==> config.mk <==
export PLATFORM = sky130hd
export DESIGN_NAME = alu_pkt_ctrl
export DESIGN_NICKNAME = d
export VERILOG_FILES = /design/src/rtl/alu_pkt_ctrl.sv
export SDC_FILE = /design/constraint.sdc
export NUM_CORES = 1
export LEC_CHECK = 0
export ABC_AREA = 0
export CAP_MARGIN = 25
export CORE_UTILIZATION = 56
export DETAILED_ROUTE_END_ITERATION = 12
export PLACE_DENSITY = 0.85
export SYNTH_ARGS = -nofsm -noshare
export SYNTH_HDL_FRONTEND = slang
export SYNTH_SLANG_ARGS = --single-unit
==> constraint.sdc <==
create_clock -name clk_i -period 4 [get_ports clk_i]
set_input_delay 0.8 -clock clk_i [delete_from_list [all_inputs] [get_ports clk_i]]
set_output_delay 0.8 -clock clk_i [all_outputs]
set_load 0.02 [all_outputs]
==> src/rtl/alu_pkt_ctrl.sv <==
// rtl/alu_pkt_ctrl.sv - folds UART request packets through the shared ALU and returns a 32-bit result
// ALU_PKT_CTRL_ERR_RESP_EN: unknown opcodes answer FF FF FF FF instead of being dropped silently.
module alu_pkt_ctrl #(
  parameter logic [7:0] OPC_ADD = 8'h10,
  parameter logic [7:0] OPC_MUL = 8'h11,
  parameter logic [7:0] OPC_DIV = 8'h12
) (
  input  logic        clk_i,
  input  logic        rst_i,
  input  logic [7:0]  rx_data_i,
  input  logic        rx_valid_i,
  output logic        rx_ready_o,
  output logic [7:0]  tx_data_o,
  output logic        tx_valid_o,
  input  logic        tx_ready_i,
  output logic        alu_valid_o,
  input  logic        alu_ready_i,
  output logic [1:0]  alu_op_o,
  output logic [31:0] alu_a_o,
  output logic [31:0] alu_b_o,
  input  logic [31:0] alu_result_i,
  input  logic        alu_result_valid_i,
  output logic        busy_o
);

  typedef enum logic [3:0] {
    S_OPC, S_RSV, S_LENL, S_LENH, S_OPND, S_ISSUE, S_WAIT, S_RESP, S_DRAIN, S_SKIP
  } state_t;

  state_t      state, state_nxt;
  logic [1:0]  op;
  logic        err;
  logic [15:0] len;
  logic [15:0] cnt;
  logic [1:0]  byte_cnt;
  logic [23:0] shreg;
  logic [31:0] acc;
  logic [31:0] b;
  logic        rdy_q;
  logic        rx_fire;
  logic        tx_fire;
  logic [31:0] word;
  logic [15:0] len_in;

  assign rx_fire = rx_valid_i & rdy_q;
  assign tx_fire = tx_valid_o & tx_ready_i;
  assign word    = {rx_data_i, shreg};
  assign len_in  = {rx_data_i, len[7:0]};

  assign rx_ready_o = rdy_q;
  assign alu_op_o   = op;
  assign alu_a_o    = acc;
  assign alu_b_o    = b;

  always_ff @(posedge clk_i) begin
    if (rst_i) state <= S_OPC;
    else       state <= state_nxt;
  end

  always_comb begin
    state_nxt   = state;
    tx_valid_o  = 1'b0;
    tx_data_o   = 8'h00;
    alu_valid_o = 1'b0;
    busy_o      = (state != S_OPC);
    case (state)
      S_OPC:  if (rx_fire) state_nxt = S_RSV;
      S_RSV:  if (rx_fire) state_nxt = S_LENL;
      S_LENL: if (rx_fire) state_nxt = S_LENH;
      S_LENH: begin
        if (rx_fire) begin
          if (err)                 state_nxt = (len_in == 16'd0) ? S_SKIP : S_DRAIN;
          else if (len_in == 16'd0) state_nxt = S_RESP;
          else                      state_nxt = S_OPND;
        end
      end
      S_OPND: begin
        if (rx_fire && byte_cnt == 2'd3) begin
          if (cnt == 16'd0) state_nxt = (len == 16'd1) ? S_RESP : S_OPND;
          else              state_nxt = S_ISSUE;
        end
      end
      S_ISSUE: begin
        alu_valid_o = 1'b1;
        if (alu_ready_i) state_nxt = S_WAIT;
      end
      // cnt already counts the operand just folded, so equality means the packet is done
      S_WAIT: if (alu_result_valid_i) state_nxt = (cnt == len) ? S_RESP : S_OPND;
      S_RESP: begin
        tx_valid_o = 1'b1;
        case (byte_cnt)
          2'd0:    tx_data_o = acc[7:0];
          2'd1:    tx_data_o = acc[15:8];
          2'd2:    tx_data_o = acc[23:16];
          default: tx_data_o = acc[31:24];
        endcase
        if (tx_fire && byte_cnt == 2'd3) state_nxt = S_OPC;
      end
      S_DRAIN: if (rx_fire && byte_cnt == 2'd3 && cnt == len - 16'd1) state_nxt = S_SKIP;
`ifdef ALU_PKT_CTRL_ERR_RESP_EN
      S_SKIP: state_nxt = S_RESP;
`else
      S_SKIP: state_nxt = S_OPC;
`endif
      default: state_nxt = S_OPC;
    endcase
  end

  // rx_ready is registered from the next state so it stays low through reset
  always_ff @(posedge clk_i) begin
    if (rst_i) begin
      rdy_q    <= 1'b0;
      op       <= 2'd0;
      err      <= 1'b0;
      len      <= 16'd0;
      cnt      <= 16'd0;
      byte_cnt <= 2'd0;
      shreg    <= 24'd0;
      acc      <= 32'd0;
      b        <= 32'd0;
    end else begin
      rdy_q <= (state_nxt inside {S_OPC, S_RSV, S_LENL, S_LENH, S_OPND, S_DRAIN});
      case (state)
        S_OPC: begin
          byte_cnt <= 2'd0;
          cnt      <= 16'd0;
          if (rx_fire) begin
            err <= 1'b0;
            if (rx_data_i == OPC_ADD)      op <= 2'd0;
            else if (rx_data_i == OPC_MUL) op <= 2'd1;
            else if (rx_data_i == OPC_DIV) op <= 2'd2;
            else begin
              op  <= 2'd0;
              err <= 1'b1;
            end
          end
        end
        S_LENL: if (rx_fire) len[7:0] <= rx_data_i;
        S_LENH: begin
          if (rx_fire) begin
            len[15:8] <= rx_data_i;
            if (!err && len_in == 16'd0) acc <= 32'd0;
          end
        end
        S_OPND, S_DRAIN: begin
          if (rx_fire) begin
            byte_cnt <= byte_cnt + 2'd1;
            shreg    <= {rx_data_i, shreg[23:8]};
            if (byte_cnt == 2'd3) begin
              cnt <= cnt + 16'd1;
              if (state == S_OPND) begin
                if (cnt == 16'd0) acc <= word;
                else              b   <= word;
              end
            end
          end
        end
        S_WAIT: if (alu_result_valid_i) acc <= alu_result_i;
        S_RESP: if (tx_fire) byte_cnt <= byte_cnt + 2'd1;
`ifdef ALU_PKT_CTRL_ERR_RESP_EN
        S_SKIP: acc <= 32'hFFFF_FFFF;
`endif
        default: ;
      endcase
    end
  end

endmodule

### Word-level counts from Yosys, hierarchy flattened

Index checks and enable logic that the tools add are counted.

* flip-flop bits (word level): 130
* bits of input ports: 46
* output and inout port bits: 78
* logic and storage cells: 111

* add/subtract/negate cells: 3
* equal/unequal tests: 30
* mux-type cells: 40
* bitwise gates (word level): 3
* reduce and logical (&&, ||, !) cells: 24

Operators by type and width (number)
* 32-bit two-way mux: 7
* 32-bit case mux with 3 select lines: 1
* 4-bit two-way mux: 10
* 4-bit case mux with 9 select lines: 1
* 16-bit == test: 2
* 16-bit logical NOT: 2
* 16-bit two-way mux: 2
* 16-bit case mux with 2 select lines: 1
* 8-bit by 5-bit == test with 1-bit output, second input constant: 3
* 8-bit case mux with 3 select lines: 1
* 4-bit by 3-bit == test with 1-bit output, second input constant: 5
* 2-bit two-way mux: 9
* 16-bit by 1-bit adder with 16-bit output, second input constant: 1
* 16-bit by 1-bit == test with 1-bit output, second input constant: 1
* 4-bit by 2-bit == test with 1-bit output, second input constant: 4
* 2-bit != test, second input constant: 8
* 16-bit by 1-bit subtractor with 16-bit output, second input constant: 1
* 4-bit by 1-bit == test with 1-bit output, second input constant: 2
* 4-bit == test, second input constant: 2
* 4-bit logical NOT: 2
* 8-bit two-way mux: 1
* 2-bit AND reduction: 4
* 8-bit AND reduction: 1
* 1-bit two-way mux: 6
* other kinds (16): 23

### Longest topological paths before layout

Gate-level depths: netlist of the first run.

* depth in word-level cells: 8
* depth in mapped cells: 9
* depth with buffers taken out: 8

### Least setup slack after synthesis of the first run

No wires, ideal clock.

* path kind: input to register
* start point: input port rx_data_i[3]
* end point: register acc[21] (netlist: alu_a_o[21])
* setup time: 0.146 ns
* data arrival time: 2.465 ns
* required time: 3.854 ns
* setup slack: 1.389 ns
* stages on the path: 6
* path buffers: 1
* cell sequence: or4_1 > nor2_1 > nand3_1 > o41ai_4 > buf_4 > a211oi_2

* longest elaborated chain between the ends: 4

RTL lines
* from (decl): line 10 `input logic [7:0] rx_data_i,`
* 16-bit logical NOT: line 142 `if (!err && len_in == 16'd0) acc <= 32'd0;`
* 1-bit logical AND: line 142
* 2-bit != test (no source line)
* 8-bit AND reduction (no source line)
* to (signal assigned): line 152 `if (cnt == 16'd0) acc <= word;`
* to (signal assigned): line 158 `S_WAIT: if (alu_result_valid_i) acc <= alu_result_i;`
* to (decl): line 37 `logic [31:0] acc;`

Every way passes these cells.
A chain may end at the register's enable or synchronous reset.

### Worst setup path after layout of the first run

* start point: register byte_cnt[1]
* end point: output port tx_data_o[3]

* longest elaborated chain between the ends: 3
* elaborated cells between the ends (all ways): 5
* those cells by class: eq/ne: 2; mux: 2; reduce/logical: 1

RTL lines
* from (decl): line 35 `logic [1:0] byte_cnt;`
* from (signal assigned): line 147 `byte_cnt <= byte_cnt + 2'd1;`
* from (signal assigned): line 159 `S_RESP: if (tx_fire) byte_cnt <= byte_cnt + 2'd1;`
* 2-bit == test, or another cell as far along: line 91 `case (byte_cnt)`
* 8-bit case mux with 3 select lines *: line 91
* 8-bit two-way mux *: line 66 `case (state)`
* to (decl): line 13 `output logic [7:0] tx_data_o,`

Every way passes the cells marked *; elsewhere a longest branch is shown, timed or not.

==> metrics.yaml, run 1 <==
status: "complete, no violations"
worstSetupStartpoint: "byte_cnt[1]$_SDFFE_PP0P_"
hold_viol_final: 0
port_buffers: 123
ys_warn_count: 0
area_growth_pct: 28.8
drive_above_1_share_pct: 9.49
grt_max_degree: 65
worst_slack_ps: 598
cts_setup_buffers: 0
dp_hpwl_um: 13700
skew_ps: 9.71
design_area_um2: 8230
max_freq_mhz: 294
cts-root-buf: "clkbuf_16"
max_slew_margin_pct: 42.2
rr_worst_depth: 7
cts.repair.resized: 0
drtIter0Drc: 722
fin_util_pct: 74.9
rsz0062_at_grt: "false"
start_kind: "register"
timing.rr.start: "byte_cnt[0]$_SDFFE_PP0P_"
worst_pin_slew_ps: 865
routabilityCongestion: 0.897
synthDistinctLibCells: 56
routed_wl_um: 19700
worstPathArrival_ps: 2600
hp-start: "alu_b_o[27]$_SDFFE_PP0P_"
synthArstFlopShare_pct: 0
preCtsSetupSlack_ps: 657
synth_nets: 831
slew_violations: 0
die-width_um: 109
post-synth-top-count-cell: "nand2_1"
ir_drop_mv: 0.378
htree_num_levels: 4
tritoncts: "yes"
maxCapViolCount: 0
cts_made_buffers: 17
grt_pass1_wl_um: 30100
clock_path_buffers: 2
fin_crit_ps: 3400
rows: 38
first_pass_iters: 5
antenna_found_initial: 0
synth_edf_count: 0
hp-class: "reg2reg"
vias_per_cell: 6.17
crit_required_ps: 3200
syn_area_per_cell_um2: 8.23
clock_latency_ps: 430
synth.top_cell.area_share_pct: 40.7
synth-seq-cells: 130
drc_errors: 0
powerDensity_nw_per_um2: 385
cts_hold_buffers: 0
ys_top_cells_by_count: "nand2_1, dfxtp_1, nor2_1, a21oi_1, clkbuf_1"
numClockSinks: 130
path_class: "reg2out"
fp.coreArea_um2: 11000
cp_max_fo: 8
ant_nets: 0
die_y_um: 109
grt-ovfl-total: 0
finalCritPeriodShare_pct: 85.0
clkTransAtPathRegs_ps: 60
num_antenna_cells: 0
synth_area_leaders: "dfxtp_1, nand2_1, a21oi_1, nor2_1, a211oi_2"
reg2reg_slack_ps: 1040
io_pins: 124
nets: 916
placed_cell_area_um2: 7600
wl_per_cell_um: 19.4
setup_viol: 0
holdPathStages: 2
fillers: 768
start_util_pct: 58.2
netlist_area_um2: 6390
tns_ps: 0
grtUsageTotal_pct: 34.0
via_count: 6260
p_leak_nw: 2.80
synth_cells: 777
die_area_um2: 11800
ys_seq_area_share_pct: 40.7
endpoint_kind: "output pin"
synth-main-ff-cell: "dfxtp_1"
post-synth-top-area-cell: "dfxtp_1"
grt_pass1_vias: 5849
worst max-delay path, cell delays in order (launching register included):
cell and delay, ps:
dfxtp_1 390, inv_1 90, ha_1 300, a222oi_1 570, nor2_1 80, a21oi_1 140
nor2_1 60, clkdlybuf4s50_1 550
cell families after synthesis:
logic type	Yosys count	synth area share (%)
and+or+nand+nor	326	23.4
DFF	130	40.7
adders and majority gates	8	1.57
AOI/OAI and AO/OA	187	21.8
xor gates and xnor gates	33	4.52
muxes	18	2.88
buffers and inverters	75	5.13
through the flow:
step / power (mW) / std cells / hold WS (ps)
CTS: 3.17 / 1015 / 454
finish: 3.17 / 1015 / 453
floorplan: 1.44 / 777 / 446
global route: 3.25 / 1015 / 473
global placement: 1.52 / 983 / 443
detailed placement: 1.52 / 983 / 446
cell usage in the layout, fill, tap and decap left out, drive strengths merged, types with 5 or more instances in the layout:
master	n
nand2	133
dfxtp	130
clkdlybuf4s50	122
nor2	101
a21oi	81
a211oi	34
a22oi	33
xor2	26
clkbuf	17
mux2i	15
inv	13
nor4	12
buf	10
nor3	9
or3	8
o21ai	8
nand4	8
nand3	8
a222oi	8
ha	8
xnor2	7
nand3b	6
and3	6
nor2b	5
and4	5
or4	5
nor4b	5
state kept, by name, summed over array words and instances, names as in the netlist:
| signal | count |
|---|---|
| alu_a_o | 32 |
| alu_op_o | 2 |
| rx_ready_o | 1 |
| cnt | 16 |
| byte_cnt | 2 |
| err | 1 |
| len | 16 |
| alu_b_o | 32 |
| state | 4 |
| shreg | 24 |
per-layer routing:
layer	share of wire [%]	global-route usage, %	up-vias
met5	0	0	-
met4	2.3	13.8	0
li1	-	-	2910
met3	9.4	7.11	36
met1	43	47.5	2992
met2	45	50.8	322
power by group:
group | total [mW] | internal, mW | switching, mW | leakage [nW]
Clock | 1.67 | 1.05 | 0.621 | 0.298
Sequential | 1.31 | 1.30 | 0.0114 | 1.05
Combinational | 0.183 | 0.0796 | 0.103 | 1.45
layout make-up:
cell class	count	area, µm²	area share, %
sequential	130	2600	31.6
clock inverter	15	206	2.51
tap	140	175	2.13
clock buffer	17	425	5.17
timing repair buffer	132	1310	15.9
inverter	9	33.8	0.411
multi-input combinational	572	3480	42.3
worst paths after layout:
kind	end
worst min register to register	alu_b_o[27]$_SDFFE_PP0P_
worst min-delay path	alu_b_o[27]$_SDFFE_PP0P_
worst max register to register	cnt[12]$_SDFFE_PP0P_
worst max-delay path	tx_data_o[3]
No activity file was read; power rests on OpenSTA's default activity.
==> run 2, diff against run 1 <==
--- a/config.mk
+++ b/config.mk
@@ -7,9 +7,11 @@
 export LEC_CHECK = 0
 export ABC_AREA = 0
 export CAP_MARGIN = 25
-export CORE_UTILIZATION = 56
+export CORE_UTILIZATION = 52
 export DETAILED_ROUTE_END_ITERATION = 12
-export PLACE_DENSITY = 0.85
+export GPL_ROUTABILITY_DRIVEN = 0
+export HOLD_SLACK_MARGIN = 0.05
+export PLACE_DENSITY = 0.8
 export SYNTH_ARGS = -nofsm -noshare
 export SYNTH_HDL_FRONTEND = slang
 export SYNTH_SLANG_ARGS = --single-unit
==> constraint.sdc (replaced) <==
create_clock -name clk_i -period 3.85 [get_ports clk_i]
set_input_delay 0.77 -clock clk_i [delete_from_list [all_inputs] [get_ports clk_i]]
set_output_delay 0.77 -clock clk_i [all_outputs]
set_load 0.02 [all_outputs]
==> run 2 against run 1 <==
Effect of this change:
- largest power group unchanged
- final cell count rose by 0.69%
- hold slack improved by 1.2 ps
- core utilization shrank 6.6 points
- critical path depth stayed put
- sequential cell count unchanged
- non-clock buffer count did not move
- power grew 1.0%
- clock power about the same
- critical path type unchanged
- die area up 7.6%
- global-route usage shrank 3.7 points
==> metrics.yaml, run 2 (same netlist as run 1, synthesis figures left out) <==
area_growth_pct: 28.4
slowest_delay_ps: 550  # -20 ps
preCtsSetupSlack_ps: 585  # -72.1 ps
timing.rr.start: "byte_cnt[0]$_SDFFE_PP0P_"
clkTransAtPathRegs_ps: 60  # about the same
grt-ovfl-total: 0  # unchanged
path_depth: 7  # unchanged
cts.repair.resized: 0  # unchanged
ant_nets: 0  # unchanged
grt_pass1_vias: 5896  # +0.80%
start_util_pct: 53.2  # -5.0 points
setup_viol: 0  # unchanged
nets: 916  # unchanged
dp.cells: 990  # +0.71%
hp-class: "reg2reg"
cts_hold_buffers: 0  # unchanged
grt_max_degree: 68  # +4.6%
crit_family: "compound AO/OA/AOI/OAI gates"
skew_ps: 11.2  # +1.47 ps
fin_crit_ps: 3320
crit_slowest_cell: "a222oi_1"
die-width_um: 113  # +3.7%
io_pins: 124  # unchanged
die_area_um2: 12700  # +7.6%
finalCritPeriodShare_pct: 86.3
cp_max_fo: 8  # unchanged
cp_cell_sequence: "inv_1 -> ha_1 -> a222oi_1 -> nor2_1 -> a21oi_1 -> nor2_1 -> clkdlybuf4s50_1"
num_antenna_cells: 0  # unchanged
reg2reg_slack_ps: 990  # -50 ps
via_count: 6172  # -1.4%
maxCapViolCount: 0  # unchanged
tritoncts: "yes"
grtUsageTotal_pct: 30.3  # -3.7 points
design_area_um2: 8210  # -0.26%
max_slew_margin_pct: 44.3  # +2.1 points
worst_pin_slew_ps: 833  # -31.9 ps
die_y_um: 113  # +3.7%
final_cell_mix: "nand2_1, dfxtp_1, clkdlybuf4s50_1"
cts_made_buffers: 17  # unchanged
drtIter0Drc: 541  # -25%
ir_drop_mv: 0.342  # -9.5%
fp.coreArea_um2: 12000  # +9.4%
vias_per_cell: 6.04  # -2.1%
reg2reg_to: "cnt[12]$_SDFFE_PP0P_"
port_buffers: 123  # unchanged
first_pass_iters: 6  # +1
tns_ps: 0  # unchanged
slew_violations: 0  # unchanged
hold_viol_final: 0  # unchanged
drive_above_1_share_pct: 9.37  # -0.11 points
p_total_mw: 3.20  # +1.0%
p_leak_nw: 2.79  # -0.31%
mostFrequentLayoutCell: "nand2_1"
numClockSinks: 130  # unchanged
worstSetupStartpoint: "byte_cnt[1]$_SDFFE_PP0P_"
path_class: "reg2out"
rr_worst_depth: 7  # unchanged
routed_wl_um: 19000  # -3.9%
clock_path_buffers: 2  # unchanged
grt_pass1_wl_um: 30200  # +0.32%
cts_setup_buffers: 0  # unchanged
endpoint_kind: "output pin"
status: "complete, no violations"
crit_buf_inv: 2  # unchanged
seq_area_um2: 2600  # unchanged
path_common_cell: "nor2_1"
multi_input_area_um2: 3480  # unchanged
fin_cells: 1022  # +0.69%
antenna_found_initial: 0  # unchanged
crit_required_ps: 3080  # -120 ps
drc_errors: 0  # unchanged
start_kind: "register"
rsz0062_at_grt: "false"
dp_hpwl_um: 13100  # -4.7%
placed_cell_area_um2: 7610  # +0.12%
htree_num_levels: 4  # unchanged
worst_slack_ps: 528  # -70.8 ps
wl_per_cell_um: 18.5  # -4.5%
powerDensity_nw_per_um2: 390  # +1.3%
cts-root-buf: "clkbuf_16"
crit_path_end: "tx_data_o[0]"
rows: 40  # +5.3%
worstPathArrival_ps: 2550  # -50 ps
fillers: 917  # +19%
clock_latency_ps: 420  # about the same
max_freq_mhz: 301
==> run 2: cell count changes in the layout (fill, tap and decap cells not counted) <==
cell / before / now
clkinv_2: 2 / 4
inv_6: 3 / 2
clkinvlp_4: 4 / 3
inv_8: 1 / 0
clkbuf_1: 0 / 1
bufinv_16: 4 / 3
clkbuf_8: 0 / 1
==> run 2: worst min-delay path by stage <==
stage	to	cells past startpoint	slack (ps)	startpoint
final	alu_b_o[15]$_SDFFE_PP0P_	2	450	alu_b_o[15]$_SDFFE_PP0P_
after global routing	alu_b_o[15]$_SDFFE_PP0P_	2	470	alu_b_o[15]$_SDFFE_PP0P_
after CTS	alu_b_o[15]$_SDFFE_PP0P_	2	450	alu_b_o[15]$_SDFFE_PP0P_
after detailed placement	alu_b_o[30]$_SDFFE_PP0P_	2	450	alu_b_o[30]$_SDFFE_PP0P_
after global placement	alu_b_o[27]$_SDFFE_PP0P_	2	440	alu_b_o[27]$_SDFFE_PP0P_
after floorplan	alu_b_o[0]$_SDFFE_PP0P_	2	450	shreg[0]$_SDFFE_PP0P_
==> run 2: final cells by class <==
| class | count | share of cell area, % |
|---|---|---|
| multi-input cells | 572 | 42.4 |
| flip-flops and latches | 130 | 31.7 |
| repair buffers | 132 | 15.9 |
| clock buffers | 19 | 5.40 |
| well taps | 147 | 2.24 |
| clock inverters | 13 | 1.94 |
| inverters | 9 | 0.412 |
==> run 2: routing by layer <==
metal	up-vias	track usage (%)	wire [µm]
li1	2909	-	-
met1	2902	40.1	8240
met2	311	46.7	8550
met3	50	7.55	1620
met4	0	14.2	546
met5	-	0	0
==> run 2: power breakdown <==
| group | switching (mW) | internal [mW] |
|---|---|---|
| logic | 0.106 | 0.0827 |
| clock network | 0.614 | 1.03 |
| registers | 0.0109 | 1.35 |
| total | 0.731 | 2.47 |
==> run 2: through the flow <==
step	hold slack, ps	util, %
floorplan	446	-
global placement	444	63.3
detailed placement	447	63.3
CTS	455	68.3
global route	474	68.3
finish	455	68.3
==> run 2: tightest hold or removal path, stage by stage (launching register included) <==
cell	delay (ps)
dfxtp_1	300
nand2_1	50
a21oi_1	50
==> run 3, diff against run 2 <==
--- a/config.mk
+++ b/config.mk
@@ -6,7 +6,9 @@
 export NUM_CORES = 1
 export LEC_CHECK = 0
 export ABC_AREA = 0
+export ABC_CLOCK_PERIOD_IN_PS = 3850
 export CAP_MARGIN = 25
+export CORE_ASPECT_RATIO = 2
 export CORE_UTILIZATION = 52
 export DETAILED_ROUTE_END_ITERATION = 12
 export GPL_ROUTABILITY_DRIVEN = 0
==> run 3 against run 2 <==
Effect of this change:
- clock skew is 1.0 ps lower
- hold slack better by 2.4 ps
- critical path depth is 3 lower
- power is 0.59% lower
- register-to-register slack worse by 30 ps
- first-iteration DRC count is 13% lower
- via count is 3.4% higher
- design area is 0.26% higher
- critical endpoint is now tx_valid_o
==> metrics.yaml, run 3 (same netlist as run 1, synthesis figures left out) <==
grtUsageTotal_pct: 33.1  # +2.8 points
hold_viol_final: 0  # unchanged
dp_hpwl_um: 14600  # +12%
htree_num_levels: 4  # unchanged
die_y_um: 159  # +41%
max_slew_margin_pct: 41.6  # -2.7 points
crit_required_ps: 3080  # about the same
fin_crit_ps: 3280  # -41.3 ps
via_count: 6382  # +3.4%
p_leak_nw: 2.81  # +0.84%
ir_drop_mv: 0.373  # +9.1%
fin_cells: 1027  # +0.49%
placed_cell_area_um2: 7640  # +0.49%
p_total_mw: 3.18  # -0.59%
cts_made_buffers: 17  # unchanged
clkTransAtPathRegs_ps: 70  # about the same
area_growth_pct: 28.8
cts-root-buf: "clkbuf_16"
mostFrequentLayoutCell: "nand2_1"
drive_above_1_share_pct: 10.0  # +0.63 points
dp.cells: 995  # +0.51%
io_pins: 124  # unchanged
clock_path_buffers: 2  # unchanged
vias_per_cell: 6.21  # +2.9%
clock_latency_ps: 420  # about the same
setup_viol: 0  # unchanged
ant_nets: 0  # unchanged
design_area_um2: 8230  # +0.26%
num_antenna_cells: 0  # unchanged
tns_ps: 0  # unchanged
numClockSinks: 130  # unchanged
endpoint_kind: "output pin"
rows: 57  # +43%
wl_per_cell_um: 20.0  # +8.1%
nets: 921  # +0.55%
cp_max_fo: 13  # +5
first_pass_iters: 6  # unchanged
powerDensity_nw_per_um2: 386  # -0.85%
drc_errors: 0  # unchanged
whs_ps: 457  # +2.45 ps
slew_violations: 0  # unchanged
die-width_um: 80.4  # -29%
status: "complete, no violations"
grt-ovfl-total: 0  # unchanged
cts.repair.resized: 0  # unchanged
start_util_pct: 53.0  # -0.18 points
port_buffers: 123  # unchanged
worstPathArrival_ps: 2510  # -40 ps
maxCapViolCount: 0  # unchanged
cts_setup_buffers: 0  # unchanged
hp-class: "reg2reg"
final_cell_mix: "nand2_1, dfxtp_1, clkdlybuf4s50_1"
skew_ps: 10.1  # -1.04 ps
grt_pass1_wl_um: 31900  # +5.5%
grt_pass1_vias: 6198  # +5.1%
rsz0062_at_grt: "false"
cts_hold_buffers: 0  # unchanged
path_class: "reg2out"
tritoncts: "yes"
drtIter0Drc: 471  # -13%
finalCritPeriodShare_pct: 85.2  # -1.1 points
worst_pin_slew_ps: 874  # +41.0 ps
routed_wl_um: 20600  # +8.6%
grt_max_degree: 65  # -4.4%
die_area_um2: 12800  # +0.21%
antenna_found_initial: 0  # unchanged
max_freq_mhz: 305  # +1.3%
start_kind: "register"
fp.coreArea_um2: 12100  # +0.34%
-- run 3: report_power, final --
group          internal (mW)  switching, mW  total (mW)
clock                  0.922          0.701        1.62
combinational         0.0864          0.109       0.196
sequential              1.35         0.0108        1.36
-- run 3: worst max-delay path: stages, from the launching register on --
cell and delay [ps]:
dfxtp_1 600, nor2b_1 290, nand3_1 310, inv_1 250, clkdlybuf4s50_1 640
-- run 3: layout make-up --
cell class                      count  area, µm²
Multi-Input combinational cell    572       3480
Tap cell                          147        184
Sequential cell                   130       2600
Timing Repair Buffer              137       1350
Inverter                            9       33.8
Fill cell                         912       3820
Clock inverter                     15        160
Clock buffer                       17        425
-- run 3: routing by layer --
layer / wire, µm / up-vias / global-route usage [%]
met4: 1550 / 0 / 23.5
li1: - / 2916 / -
met3: 1350 / 106 / 6.84
met1: 6940 / 3004 / 34.4
met5: 0 / - / 0
met2: 10700 / 356 / 57.0
-- run 3: final timing paths --
path	start	end	slack (ps)	cells after the start
min	alu_b_o[11]$_SDFFE_PP0P_	alu_b_o[11]$_SDFFE_PP0P_	460	2
max reg2reg	byte_cnt[0]$_SDFFE_PP0P_	cnt[12]$_SDFFE_PP0P_	960	7
min reg2reg	alu_b_o[11]$_SDFFE_PP0P_	alu_b_o[11]$_SDFFE_PP0P_	460	2
max	state[2]$_SDFF_PP0_	tx_valid_o	570	4
-- run 3: stage by stage --
stage,utilization (%),worst slack [ps]
2_1_floorplan,-,1270
3_3_place_gp,63.4,631
3_5_place_dp,63.4,533
4_1_cts,68.3,601
5_1_grt,68.3,477
6_report,68.3,569
